File: src/rtl/sad_pkg.sv
// Shared definitions for the SAD datapath operand-SRAM master: default
// widths, skid depth and the burst state encoding.
package sad_pkg;

  localparam int SAD_ADDR_W = 15;
  localparam int SAD_DATA_W = 8;
  localparam int SAD_LEN_W  = 16;
  localparam int SKID_DEPTH = 3;

  typedef enum logic [1:0] {
    IDLE  = 2'd0,
    WRITE = 2'd1,
    READ  = 2'd2,
    DRAIN = 2'd3
  } mstate_e;

endpackage

File: src/rtl/sram_rd_skid.sv
// Three-entry in-order read FIFO that absorbs the SRAM's one-cycle read
// latency; Flush empties it and takes priority over push and pop.
module sram_rd_skid
  import sad_pkg::*;
#(
  parameter int W = SAD_DATA_W
) (
  input  logic         Clk,
  input  logic         Rst_n,
  input  logic         Flush,
  input  logic         Push,
  input  logic [W-1:0] Push_Data,
  input  logic         Pop,
  output logic [W-1:0] Head,
  output logic [1:0]   Count
);

  logic [W-1:0] mem_r [SKID_DEPTH];
  logic [1:0]   wr_ptr_r;
  logic [1:0]   rd_ptr_r;
  logic [1:0]   count_r;
  logic         push_s;
  logic         pop_s;

  function automatic logic [1:0] ptr_inc(input logic [1:0] p);
    return (p == 2'd2) ? 2'd0 : (p + 2'd1);
  endfunction

  assign pop_s  = Pop && (count_r != 2'd0);
  assign push_s = Push && ((count_r != 2'd3) || pop_s);

  // Storage, pointers and occupancy
  always_ff @(posedge Clk or negedge Rst_n) begin
    if (!Rst_n) begin
      for (int i = 0; i < SKID_DEPTH; i++) mem_r[i] <= {W{1'b0}};
      wr_ptr_r <= 2'd0;
      rd_ptr_r <= 2'd0;
      count_r  <= 2'd0;
    end else if (Flush) begin
      wr_ptr_r <= 2'd0;
      rd_ptr_r <= 2'd0;
      count_r  <= 2'd0;
    end else begin
      if (push_s) begin
        mem_r[wr_ptr_r] <= Push_Data;
        wr_ptr_r        <= ptr_inc(wr_ptr_r);
      end
      if (pop_s) rd_ptr_r <= ptr_inc(rd_ptr_r);
      case ({push_s, pop_s})
        2'b10:   count_r <= count_r + 2'd1;
        2'b01:   count_r <= count_r - 2'd1;
        default: count_r <= count_r;
      endcase
    end
  end

  assign Head  = mem_r[rd_ptr_r];
  assign Count = count_r;

endmodule

File: src/rtl/sram_operand_master.sv
// Burst initiator for the 32 KiB x 8 operand SRAM with valid/ready data streams.
// Optional SRAM_MASTER_ABORT_EN adds an Abort input that cancels the active burst.
module sram_operand_master
  import sad_pkg::*;
#(
  parameter int ADDR_W = SAD_ADDR_W,
  parameter int DATA_W = SAD_DATA_W,
  parameter int LEN_W  = SAD_LEN_W
) (
  input  logic              Clk,
  input  logic              Rst_n,
  input  logic              Cmd_Valid,
  output logic              Cmd_Ready,
  input  logic              Cmd_Write,
  input  logic [ADDR_W-1:0] Cmd_Addr,
  input  logic [LEN_W-1:0]  Cmd_Len,
  input  logic              Wr_Valid,
  output logic              Wr_Ready,
  input  logic [DATA_W-1:0] Wr_Data,
  output logic              Rd_Valid,
  input  logic              Rd_Ready,
  output logic [DATA_W-1:0] Rd_Data,
  output logic              Done,
  output logic [ADDR_W-1:0] Sram_Addr,
  output logic              Sram_RW,
  output logic              Sram_En,
  output logic [DATA_W-1:0] Sram_Data_In,
  input  logic [DATA_W-1:0] Sram_Data_Out
`ifdef SRAM_MASTER_ABORT_EN
  , input logic             Abort
`endif
);

  localparam logic [ADDR_W-1:0] ADDR_ONE = {{(ADDR_W-1){1'b0}}, 1'b1};
  localparam logic [LEN_W-1:0]  LEN_ONE  = {{(LEN_W-1){1'b0}}, 1'b1};
  localparam logic [LEN_W-1:0]  LEN_ZERO = {LEN_W{1'b0}};

  mstate_e           state_r, state_nxt_s;
  logic [ADDR_W-1:0] addr_r, sram_addr_r, cur_addr_s;
  logic [LEN_W-1:0]  rem_r, cur_rem_s;
  logic [DATA_W-1:0] sram_data_r;
  logic              sram_en_r, sram_rw_r, cap_r, done_r;
  logic              issue_s, issue_wr_s, load_s, done_s, flush_s;
  logic              rd_on_bus_s, pop_s, rd_space_s;
  logic [1:0]        skid_count_s;
  logic [2:0]        occ_s;

  assign rd_on_bus_s = sram_en_r && !sram_rw_r;
  assign pop_s       = Rd_Valid && Rd_Ready;
  assign cur_addr_s  = (state_r == IDLE) ? Cmd_Addr : addr_r;
  assign cur_rem_s   = (state_r == IDLE) ? Cmd_Len : rem_r;
  // Worst-case occupancy once every read already on its way has landed; a
  // pop granted this cycle is certain, so it frees its slot for the new issue.
  assign occ_s       = {1'b0, skid_count_s} - {2'b00, pop_s}
                     + {2'b00, rd_on_bus_s} + {2'b00, cap_r};
  assign rd_space_s  = (occ_s < 3'd3);

  // State register
  always_ff @(posedge Clk or negedge Rst_n) begin
    if (!Rst_n) state_r <= IDLE;
    else        state_r <= state_nxt_s;
  end

  // Next-state and access-issue decisions
  always_comb begin
    state_nxt_s = state_r;
    issue_s     = 1'b0;
    issue_wr_s  = 1'b0;
    load_s      = 1'b0;
    done_s      = 1'b0;
    flush_s     = 1'b0;
    case (state_r)
      IDLE: begin
        if (Cmd_Valid) begin
          load_s = 1'b1;
          if (Cmd_Len == LEN_ZERO) begin
            done_s = 1'b1;
          end else if (Cmd_Write) begin
            state_nxt_s = WRITE;
          end else begin
            issue_s     = 1'b1;
            state_nxt_s = (Cmd_Len == LEN_ONE) ? DRAIN : READ;
          end
        end else begin
          state_nxt_s = IDLE;
        end
      end
      WRITE: begin
        // Stay one extra cycle after the last handshake so Done trails its Sram_En
        if (rem_r == LEN_ZERO) begin
          state_nxt_s = IDLE;
          done_s      = 1'b1;
        end else if (Wr_Valid) begin
          issue_s    = 1'b1;
          issue_wr_s = 1'b1;
        end else begin
          state_nxt_s = WRITE;
        end
      end
      READ: begin
        if (rem_r == LEN_ZERO) begin
          state_nxt_s = DRAIN;
        end else if (rd_space_s) begin
          issue_s     = 1'b1;
          state_nxt_s = (rem_r == LEN_ONE) ? DRAIN : READ;
        end else begin
          state_nxt_s = READ;
        end
      end
      DRAIN: begin
        if (!rd_on_bus_s && !cap_r && (skid_count_s == {1'b0, pop_s})) begin
          state_nxt_s = IDLE;
          done_s      = 1'b1;
        end else begin
          state_nxt_s = DRAIN;
        end
      end
      default: state_nxt_s = IDLE;
    endcase
`ifdef SRAM_MASTER_ABORT_EN
    if (Abort && (state_r != IDLE)) begin
      state_nxt_s = IDLE;
      issue_s     = 1'b0;
      issue_wr_s  = 1'b0;
      done_s      = 1'b1;
      flush_s     = 1'b1;
    end else begin
      flush_s = 1'b0;
    end
`endif
  end

  // Address/count tracking and the registered SRAM port
  always_ff @(posedge Clk or negedge Rst_n) begin
    if (!Rst_n) begin
      addr_r      <= {ADDR_W{1'b0}};
      rem_r       <= LEN_ZERO;
      sram_addr_r <= {ADDR_W{1'b0}};
      sram_data_r <= {DATA_W{1'b0}};
      sram_en_r   <= 1'b0;
      sram_rw_r   <= 1'b0;
      cap_r       <= 1'b0;
      done_r      <= 1'b0;
    end else begin
      done_r    <= done_s;
      sram_en_r <= issue_s;
      // Read data is only valid the cycle after the enable; an abort discards it
      cap_r     <= rd_on_bus_s && !flush_s;
      if (issue_s) begin
        sram_addr_r <= cur_addr_s;
        sram_rw_r   <= issue_wr_s;
        addr_r      <= cur_addr_s + ADDR_ONE;
        rem_r       <= cur_rem_s - LEN_ONE;
      end else if (load_s) begin
        addr_r <= Cmd_Addr;
        rem_r  <= Cmd_Len;
      end
      if (issue_s && issue_wr_s) sram_data_r <= Wr_Data;
    end
  end

  sram_rd_skid #(.W(DATA_W)) u_skid (
    .Clk       (Clk),
    .Rst_n     (Rst_n),
    .Flush     (flush_s),
    .Push      (cap_r),
    .Push_Data (Sram_Data_Out),
    .Pop       (Rd_Ready),
    .Head      (Rd_Data),
    .Count     (skid_count_s)
  );

  assign Cmd_Ready    = (state_r == IDLE);
  assign Wr_Ready     = (state_r == WRITE) && (rem_r != LEN_ZERO);
  assign Rd_Valid     = (skid_count_s != 2'd0);
  assign Done         = done_r;
  assign Sram_Addr    = sram_addr_r;
  assign Sram_RW      = sram_rw_r;
  assign Sram_En      = sram_en_r;
  assign Sram_Data_In = sram_data_r;

endmodule

File: config.mk
export PLATFORM = sky130hd
export DESIGN_NAME = sram_operand_master
export DESIGN_NICKNAME = d
export VERILOG_FILES = /design/src/rtl/sad_pkg.sv /design/src/rtl/sram_rd_skid.sv /design/src/rtl/sram_operand_master.sv
export SDC_FILE = /design/constraint.sdc
export NUM_CORES = 1
export LEC_CHECK = 0
export ABC_AREA = 1
export CAP_MARGIN = 40
export CORE_AREA = 4 4 133 135
export CTS_BUF_LIST = sky130_fd_sc_hd__clkbuf_8
export CTS_CLUSTER_SIZE = 14
export DETAILED_ROUTE_END_ITERATION = 12
export DIE_AREA = 0 0 137 139
export PLACE_DENSITY = 0.59
export RECOVER_POWER = 100
export SLEW_MARGIN = 20
export SYNTH_ARGS = -nofsm -noshare
export SYNTH_HDL_FRONTEND = slang
export SYNTH_HIERARCHICAL = 1
export SYNTH_SLANG_ARGS = --single-unit
File: constraint.sdc
create_clock -name Clk -period 4.85 [get_ports Clk]
set_input_delay 0.485 -clock Clk [delete_from_list [all_inputs] [get_ports Clk]]
set_output_delay 0.485 -clock Clk [all_outputs]
set_load 0.01 [all_outputs]
After elaboration in Yosys (flattened, before gate mapping)
Cells that the tools add are included.
{"block": "word_totals", "ff_bits": 90, "input_bits": 53}
{"block": "op_classes", "add_sub_neg": 9, "magnitude_cmp": 4, "eq_ne": 13, "muxes": 42, "bitwise_logic": 2, "reduce_logical": 20}
{"op": "16-bit 2-to-1 mux", "count": 3}
{"op": "15-bit 2-to-1 mux", "count": 3}
{"op": "16-bit by 1-bit equality test with 1-bit output, second input constant", "count": 2}
{"op": "16-bit zero test", "count": 2}
{"op": "24-bit bitwise mux", "count": 1}
{"op": "8-bit 2-to-1 mux", "count": 3}
{"op": "1-bit 2-to-1 mux", "count": 18}
{"op": "8-bit binary-select mux with 2-bit select", "count": 1}
{"op": "8-bit demux with 2-bit select", "count": 1}
{"op": "2-bit 2-to-1 mux", "count": 8}
{"op": "16-bit nonzero test", "count": 1}
{"op": "16-bit by 1-bit subtractor with 16-bit output, second input constant", "count": 1}
{"op": "15-bit by 1-bit adder with 15-bit output, second input constant", "count": 1}
{"op": "2-bit equality test, second input constant", "count": 5}
{"op": "1-bit logical AND", "count": 8}
{"op": "2-bit case mux with 4 select lines", "count": 1}
{"op": "2-bit by 1-bit adder with 2-bit output, second input constant", "count": 3}
{"op": "3-bit by 1-bit adder with 3-bit output", "count": 2}
{"op": "3-bit greater-or-equal comparator, second input constant", "count": 2}
{"op": "3-bit != test, second input constant", "count": 2}
{"op": "2-bit inverter with 3-bit output", "count": 2}
{"op": "1-bit case mux with 3 select lines", "count": 2}
{"op": "2-bit nonzero test", "count": 3}
{"op": "2-bit by 1-bit equality test with 1-bit output, second input constant", "count": 2}
{"op": "other kinds (11)", "count": 13}

Logic depth before layout (Yosys ltp)
Gate-level depths: netlist of run 1.
{"block": "logic_depth", "word_depth": 10, "mapped_depth": 16, "ltp_nobuf": 15}

Modules after synthesis
Netlist of run 1, hierarchy kept.
{"mod": "sram_operand_master", "instances": 1, "cells_each": 668, "area_each_um2": 4265.3, "seq_area_each_um2": 1501.4}
{"mod": "sram_rd_skid", "instances": 1, "cells_each": 183, "area_each_um2": 1452.6, "seq_area_each_um2": 750.7}

Worst setup path before layout of run 1
Ideal clock, no wire load.
{"block": "synth_timing", "path_kind": "register to register", "from": "reg u_skid.count_r[0], in the netlist u_skid/Count[0]", "to": "reg addr_r[3]", "setup_time_ns": 0.120, "arrival_time_ns": 2.499, "t_required_ns": 4.730, "setup_slack_ns": 2.232, "stages_incl_launch_ff": 15, "path_cell_list": "dfrtp_1 o21a_1 ha_1 fa_1 inv_1 fa_1 inv_1 o21ai_0 nor2_1 nand2_1 nand3_2 buf_2 nand3_1 o21ai_0 inv_1"}
{"block": "synth_between", "elab_chain_len": 10}
{"item": "start: declaration", "line": "sram_rd_skid.sv:21", "source": "logic [1:0] count_r;"}
{"item": "start signal: assignment", "line": "sram_rd_skid.sv:50", "source": "2'b10: count_r <= count_r + 2'd1;"}
{"item": "start signal: assignment", "line": "sram_rd_skid.sv:51", "source": "2'b01: count_r <= count_r - 2'd1;"}
{"item": "start signal: assignment", "line": "sram_rd_skid.sv:52", "source": "default: count_r <= count_r;"}
{"item": "2-bit nonzero test", "line": "sram_operand_master.sv:175", "source": "assign Rd_Valid = (skid_count_s != 2'd0);"}
{"item": "1-bit logical AND", "line": "sram_operand_master.sv:49", "source": "assign pop_s = Rd_Valid && Rd_Ready;"}
{"item": "2-bit by 1-bit subtractor with 3-bit output *", "line": "sram_operand_master.sv:54", "source": "assign occ_s = {1'b0, skid_count_s} - {2'b00, pop_s}"}
{"item": "3-bit by 1-bit adder with 3-bit output * (2 in series)", "line": "sram_operand_master.sv:55", "source": "+ {2'b00, rd_on_bus_s} + {2'b00, cap_r};"}
{"item": "3-bit by 2-bit < comparator with 1-bit output *", "line": "sram_operand_master.sv:56", "source": "assign rd_space_s = (occ_s < 3'd3);"}
{"item": "1-bit 2-to-1 mux *", "line": "sram_operand_master.sv:103", "source": "end else if (rd_space_s) begin"}
{"item": "1-bit 2-to-1 mux *", "line": "sram_operand_master.sv:101", "source": "if (rem_r == LEN_ZERO) begin"}
{"item": "1-bit case mux with 3 select lines *", "line": "sram_operand_master.sv:72", "source": "case (state_r)"}
{"item": "15-bit 2-to-1 mux / 2-bit nonzero test (equally long branches)"}
{"item": "end signal: assignment", "line": "sram_operand_master.sv:136", "source": "addr_r <= {ADDR_W{1'b0}};"}
{"item": "end signal: assignment", "line": "sram_operand_master.sv:152", "source": "addr_r <= cur_addr_s + ADDR_ONE;"}
{"item": "end signal: assignment", "line": "sram_operand_master.sv:155", "source": "addr_r <= Cmd_Addr;"}
{"item": "end: declaration", "line": "sram_operand_master.sv:39", "source": "logic [ADDR_W-1:0] addr_r, sram_addr_r, cur_addr_s;"}
Mark *: on every way between the ends. The rest lies on a longest branch, timed or not.
A chain may end at the register's enable or synchronous reset.

Final worst setup path of run 1
{"block": "layout_timing", "from": "reg state_r[1]", "to": "out Cmd_Ready"}
{"block": "layout_between", "elab_chain_len": 1}
{"item": "start: declaration", "line": "sram_operand_master.sv:38", "source": "mstate_e state_r, state_nxt_s;"}
{"item": "start signal: assignment", "line": "sram_operand_master.sv:61", "source": "else state_r <= state_nxt_s;"}
{"item": "2-bit zero test", "line": "sram_operand_master.sv:173", "source": "assign Cmd_Ready = (state_r == IDLE);"}
{"item": "end: declaration", "line": "sram_operand_master.sv:13", "source": "output logic Cmd_Ready,"}
Every way passes these cells.

==> impl_metrics.env, run 1 <==
export IMPL_internal_power_mw=1.50
export IMPL_synth_most_common_cell="nand2_1"
export IMPL_swShare_pct=39.6
export IMPL_drc_errors=0
export IMPL_ant_nets=0
export IMPL_grt_use_total_pct=17.1
export IMPL_hpwlAfterDp_um=11000
export IMPL_worst_ep_required_time_ns=4.37
export IMPL_fin_tns_setup_ns=0
export IMPL_slew_headroom_pct=-104
export IMPL_ctsResizeCount=0
export IMPL_max_freq_mhz=247
export IMPL_slew_viol_final=78
export IMPL_synth_compound_area_share_pct=6.06
export IMPL_yosysTopAreaCellShare_pct=39.4
export IMPL_clock_latency_ns=0.39
export IMPL_crit_type="reg -> out"
export IMPL_clkSinkCount=90
export IMPL_vias=5369
export IMPL_num_rows=47
export IMPL_drt_initial_drc_count=320
export IMPL_layout_drive_gt1_share_pct=6.73
export IMPL_crit_family="buffers and inverters"
export IMPL_grt_pass1_vias=5250
export IMPL_p_sw_mw=0.985
export IMPL_post_route_util_pct=42.1
export IMPL_synthAdderAreaFrac_pct=1.36
export IMPL_hold_violations=0
export IMPL_path_buf_inv=2
export IMPL_synth_area_leaders="dfrtp_1, nand2_1, nand3_1"
export IMPL_synthMuxAreaShare_pct=0
export IMPL_cts_buffers=9
export IMPL_dr_pass1_iters=5
export IMPL_worst_pin_slew_ns=3.05
export IMPL_ctsHoldBuffers=0
export IMPL_yosys_area_top_type="dfrtp_1"
export IMPL_regArea_um2=2250
export IMPL_grt_max_degree=55
export IMPL_power_frac_seq_pct=41.5
export IMPL_drv_cap=2
export IMPL_htreeDepth=3
export IMPL_final_nets=989
export IMPL_syn_nets=909
export IMPL_endpoint_kind="output port"
export IMPL_outcome="finished with violations"
export IMPL_cts_tree="done"
export IMPL_netlist_area_um2=5720
export IMPL_combPwrFrac_pct=37.3
export IMPL_critPathLaunchType="flop"
export IMPL_totalPowerFinal_mw=2.49
export IMPL_synth_async_reset_ratio_pct=100
export IMPL_worstPathArrival_ns=3.56
export IMPL_post_cts_setup_buffers=0
export IMPL_num_antenna_cells=0
export IMPL_ys_flop_type="dfrtp_1"
export IMPL_vdd_drop_max_uv=155
export IMPL_ios=90
export IMPL_synth_top_family_by_area="simple AND/OR/NAND/NOR gates"
export IMPL_setup_violations_final=0
export IMPL_yosys_warnings=6
export IMPL_ctsRootBufferMaster="clkbuf_8"
export IMPL_ys_seq_elements=90
export IMPL_avgSynthCellArea_um2=6.72
export IMPL_critical_path_slowest_cell="nor2_1"
export IMPL_gp_congestion=0.854
export IMPL_synth_edff_count=0
export IMPL_slowest_delay_ns=1.31
export IMPL_grt_ovfl_total=0
export IMPL_synthSimpleGateAreaFrac_pct=43.3
export IMPL_path_max_fanout=30
export IMPL_power_density_nw_per_um2=359
export IMPL_hold_class="reg -> reg"
export IMPL_clockBufferDepth=2
export IMPL_finClkSkew_ns=0.0150
export IMPL_postSynthCellCount=851
export IMPL_crit_chain="nor2_1, clkbuf_2, clkdlybuf4s50_1"
export IMPL_antenna_found_initial=0
export IMPL_violations="max-capacitance violations, max-slew violations"
export IMPL_grt_pass1_wl_um=26300
export IMPL_portBuffers=89
export IMPL_synthDistinctLibCells=35
export IMPL_clkPwrFrac_pct=21.2
export IMPL_die_x_um=137
export IMPL_multi_input_area_um2=2950
export IMPL_ys_seq_area_share_pct=39.4
export IMPL_min_period_ns=4.04
export IMPL_fillers=1751
export IMPL_wirelength_um=15800
export IMPL_fp_coreArea_um2=16500
export IMPL_vias_per_cell=4.64
export IMPL_die_area_um2=19000
export IMPL_die_h_um=139
export IMPL_start_util_pct=34.7
export IMPL_p_leak_nw=3.49
export IMPL_finalCritPeriodShare_pct=83.4
export IMPL_area_growth_pct=21.1
export IMPL_rsz0062_at_grt="false"
export IMPL_synth_xor_area_share_pct=1.53
export IMPL_wl_per_cell_um=13.6
export IMPL_synth_common_cells="nand2_1, dfrtp_1, nand3_1, inv_1, nor2_1"
export IMPL_clk_pin_slew_ns=0.10
registers in the layout, indices dropped and copies added (netlist names), 2 cells and up:
| signal | flops |
|---|---|
| rem_r | 16 |
| u_skid/mem_r | 24 |
| u_skid/Count | 2 |
| Sram_Data_In | 8 |
| state_r | 2 |
| u_skid/wr_ptr_r | 2 |
| Sram_Addr | 15 |
| addr_r | 15 |
| u_skid/rd_ptr_r | 2 |
cells in the final DEF (no fill, tap or decap), types with 2 or more instances in the layout:
master             n
o21ai_0           51
o21ai_1            3
nor3_4             2
o21ai_2            3
nand4_1           10
inv_1             77
ha_1               3
nand2_1          393
inv_2              5
nor2_1            53
nand3_2            4
clkbuf_2           2
inv_6              3
nor2_4             4
clkdlybuf4s50_1   51
clkbuf_1           2
dlygate4sd3_1     37
fa_1               2
a21oi_1            3
clkbuf_8          10
o21a_1             2
nand2_2           10
or2_2              3
nand3_1           81
dfrtp_1           90
xor2_1             9
nor2_2             8
per-stage QoR:
step	setup slack (ns)	hold WS (ns)	area (um2)	std cells
CTS	1.13	0.158	6940	1154
global placement	0.830	0.454	6740	1137
detailed placement	0.738	0.460	6760	1138
global route	0.595	0.492	6930	1156
finish	0.806	0.481	6930	1156
floorplan	2.23	0.189	5720	851
tightest hold or removal path, delay by kind of cell (launching register included):
| family | cells | cell delay (ns) |
|---|---|---|
| flops | 1 | 0.36 |
| simple gates | 2 | 0.10 |
cell type report:
type,instances,share of cell area (%)
inverter,81,4.39
timing repair buffer,96,13.8
clock inverter,6,0.704
sequential,90,32.5
tap,220,3.97
multi-input combinational,653,42.6
clock buffer,10,1.99
power by group through the flow:
stage	Clock, mW	Sequential, mW	Combinational [mW]
final	0.527	1.03	0.928
after global routing	0.567	1.06	1.06
after CTS	0.539	1.03	0.971
after detailed placement	0	1.05	0.965
after global placement	0	1.05	0.956
after floorplan	0	1.04	0.616
final timing paths:
path,slack [ns],endpoint,cells after the start,startpoint
max,0.81,Cmd_Ready,3,state_r[1]$_DFFE_PN0P_
min,0.48,u_skid/mem_r[13]$_DFFE_PN0P_,2,u_skid/mem_r[13]$_DFFE_PN0P_
max reg2reg,1.00,addr_r[9]$_DFFE_PN0P_,7,state_r[1]$_DFFE_PN0P_
min reg2reg,0.48,u_skid/mem_r[13]$_DFFE_PN0P_,2,u_skid/mem_r[13]$_DFFE_PN0P_
max in group asynchronous,1.47,rem_r[12]$_DFFE_PN0P_,3,Rst_n
min in group asynchronous,1.20,rem_r[2]$_DFFE_PN0P_,2,Rst_n
cell families (layout without fill, tap and decap cells):
kind of cell,count (synthesis),in the layout
adders and majority gates,5,5
AOI/OAI and AO/OA,64,64
xor gates and xnor gates,10,10
and+or+nand+nor,573,573
buffers and inverters,108,193
DFF,90,90
other,1,1
routing by layer:
layer / track usage, % / share of wire (%) / up-vias
met5: 0 / 0 / -
met4: 3.78 / 0.96 / 0
met3: 3.74 / 4.4 / 14
met2: 27.8 / 47 / 108
met1: 23.3 / 48 / 2443
li1: - / - / 2804
(Power assumes the default switching activity.)
==> run 2, diff against run 1 <==
==> constraint.sdc (replaced) <==
create_clock -name Clk -period 3.8 [get_ports Clk]
set_input_delay 0.38 -clock Clk [delete_from_list [all_inputs] [get_ports Clk]]
set_output_delay 0.38 -clock Clk [all_outputs]
set_load 0.01 [all_outputs]
==> impl_metrics.env, run 2 (synthesized netlist as in run 1, its figures left out) <==
export IMPL_outcome="completed"
export IMPL_path_buf_inv=3
export IMPL_startpoint="state_r[1]$_DFFE_PN0P_"
export IMPL_ant_nets=0
export IMPL_post_cts_setup_buffers=0
export IMPL_grt_use_total_pct=16.9
export IMPL_finalCritPeriodShare_pct=88.5
export IMPL_min_period_ns=3.36
export IMPL_critPathLaunchType="flop"
export IMPL_htreeDepth=3
export IMPL_slowest_delay_ns=0.67
export IMPL_drc_errors=0
export IMPL_drv_cap=0
export IMPL_grt_pass1_vias=5233
export IMPL_ctsRootBufferMaster="clkbuf_8"
export IMPL_finClkSkew_ns=0.0149
export IMPL_vias_per_cell=4.63
export IMPL_hpwlAfterDp_um=11000
export IMPL_top_register="u_skid/mem_r"
export IMPL_crit_end="Cmd_Ready"
export IMPL_gp_congestion=0.826
export IMPL_fp_coreArea_um2=16500
export IMPL_fin_tns_setup_ns=0
export IMPL_die_h_um=139
export IMPL_critical_path_slowest_cell="nor2_1"
export IMPL_num_antenna_cells=0
export IMPL_crit_type="reg -> out"
export IMPL_crit_cells=4
export IMPL_worst_r2r_path_depth=14
export IMPL_grt_pass1_wl_um=25900
export IMPL_ctsResizeCount=0
export IMPL_area_growth_pct=21.3
export IMPL_hold_class="reg -> reg"
export IMPL_post_route_util_pct=42.1
export IMPL_dr_pass1_iters=7
export IMPL_clkSinkCount=90
export IMPL_clockBufferDepth=2
export IMPL_drt_initial_drc_count=221
export IMPL_wl_per_cell_um=13.2
export IMPL_slew_viol_final=0
export IMPL_slew_headroom_pct=6.85
export IMPL_die_x_um=137
export IMPL_antenna_found_initial=0
export IMPL_worstPathArrival_ns=2.98
export IMPL_rr_endpoint="rem_r[2]$_DFFE_PN0P_"
export IMPL_path_max_fanout=26
export IMPL_power_density_nw_per_um2=454
export IMPL_die_area_um2=19000
export IMPL_rsz0062_at_grt="false"
export IMPL_final_nets=992
export IMPL_largest_register_ffs=24
export IMPL_max_freq_mhz=297
export IMPL_p_leak_nw=3.49
export IMPL_ios=90
export IMPL_layout_drive_gt1_share_pct=7.03
export IMPL_crit_family="buffers and inverters"
export IMPL_final_cell_mix="nand2_1, dfrtp_1, nand3_1, inv_1, nor2_1"
export IMPL_endpoint_kind="output port"
export IMPL_cts_buffers=9
export IMPL_worst_ep_required_time_ns=3.42
export IMPL_worst_pin_slew_ns=1.40
export IMPL_vdd_drop_max_uv=232
export IMPL_hold_violations=0
export IMPL_num_rows=47
export IMPL_setup_violations_final=0
export IMPL_reg_top3="u_skid/mem_r x24, rem_r x16"
export IMPL_start_util_pct=34.7
export IMPL_portBuffers=89
export IMPL_cts_tree="done"
export IMPL_grt_ovfl_total=0
export IMPL_clock_latency_ns=0.39
export IMPL_reg2reg_setup_slack_ns=0.55
export IMPL_hold_start="Sram_Addr[2]$_DFFE_PN0P_"
export IMPL_totalPowerFinal_mw=3.15
export IMPL_holdPathStages=2
export IMPL_clk_pin_slew_ns=0.10
export IMPL_crit_chain="nor2_1, clkbuf_2, buf_4, clkdlybuf4s50_1"
export IMPL_final_common_cell="nand2_1"
export IMPL_vias=5371
export IMPL_r2r_start="u_skid/Count[1]$_DFFE_PN0P_"
export IMPL_wirelength_um=15400
export IMPL_grt_max_degree=42
==> run 2: layout make-up <==
class / instances / area (um2)
clock buffer: 9 / 124
clock inverter: 7 / 67.6
sequential: 90 / 2250
fill: 1761 / 9530
multi-input combinational: 653 / 2960
tap: 220 / 275
inverter: 81 / 304
timing repair buffer: 99 / 960
==> run 2: worst reg2reg max path: cells and delay by family, from the launching register on <==
family | cells | cell delay, ns
compound gates | 3 | 0.44
simple gates | 4 | 0.42
flops | 1 | 0.47
fa+ha+maj | 3 | 1.05
buf+inv | 4 | 0.76
==> run 2: report_power, final <==
part           internal (mW)  leakage (nW)  total, mW  switching [mW]
Sequential              1.17          1.09       1.31           0.140
Clock                  0.257        0.0962      0.661           0.404
Combinational          0.478          2.31       1.18           0.700
Total                   1.91          3.49       3.15            1.24
==> run 2: metrics by stage <==
stage               hold slack, ns  instances  cell area [um2]  setup WS [ns]
floorplan                   0.0844        851             5720           1.18
global placement             0.313       1142             6790          0.363
detailed placement           0.312       1142             6790          0.271
CTS                          0.430       1159             6990          0.647
global route                 0.502       1159             6940          0.217
finish                       0.478       1159             6940          0.437
==> run 2: how the worst min path moves through the flow <==
stage / end / slack, ns
floorplan: Done$_DFF_PN0_ / 0.08
global route: u_skid/mem_r[3]$_DFFE_PN0P_ / 0.50
CTS: u_skid/mem_r[14]$_DFFE_PN0P_ / 0.43
detailed placement: state_r[1]$_DFFE_PN0P_ / 0.31
global placement: state_r[1]$_DFFE_PN0P_ / 0.31
finish: Sram_Addr[2]$_DFFE_PN0P_ / 0.48
==> run 2: timing repair <==
item,in CTS,in global routing
endpoints found under the setup margin,0,0
hold buffers,1,0
endpoints found under the hold margin,23,0
==> run 2: routing by layer <==
layer / vias up / global-route usage (%) / share of wire, % / routed length (um)
met5: - / 0 / 0 / 0
met4: 0 / 4.46 / 1.3 / 207
met3: 14 / 3.48 / 5.3 / 813
met2: 129 / 27.9 / 48 / 7340
met1: 2413 / 22.5 / 46 / 6990
li1: 2815 / - / - / -
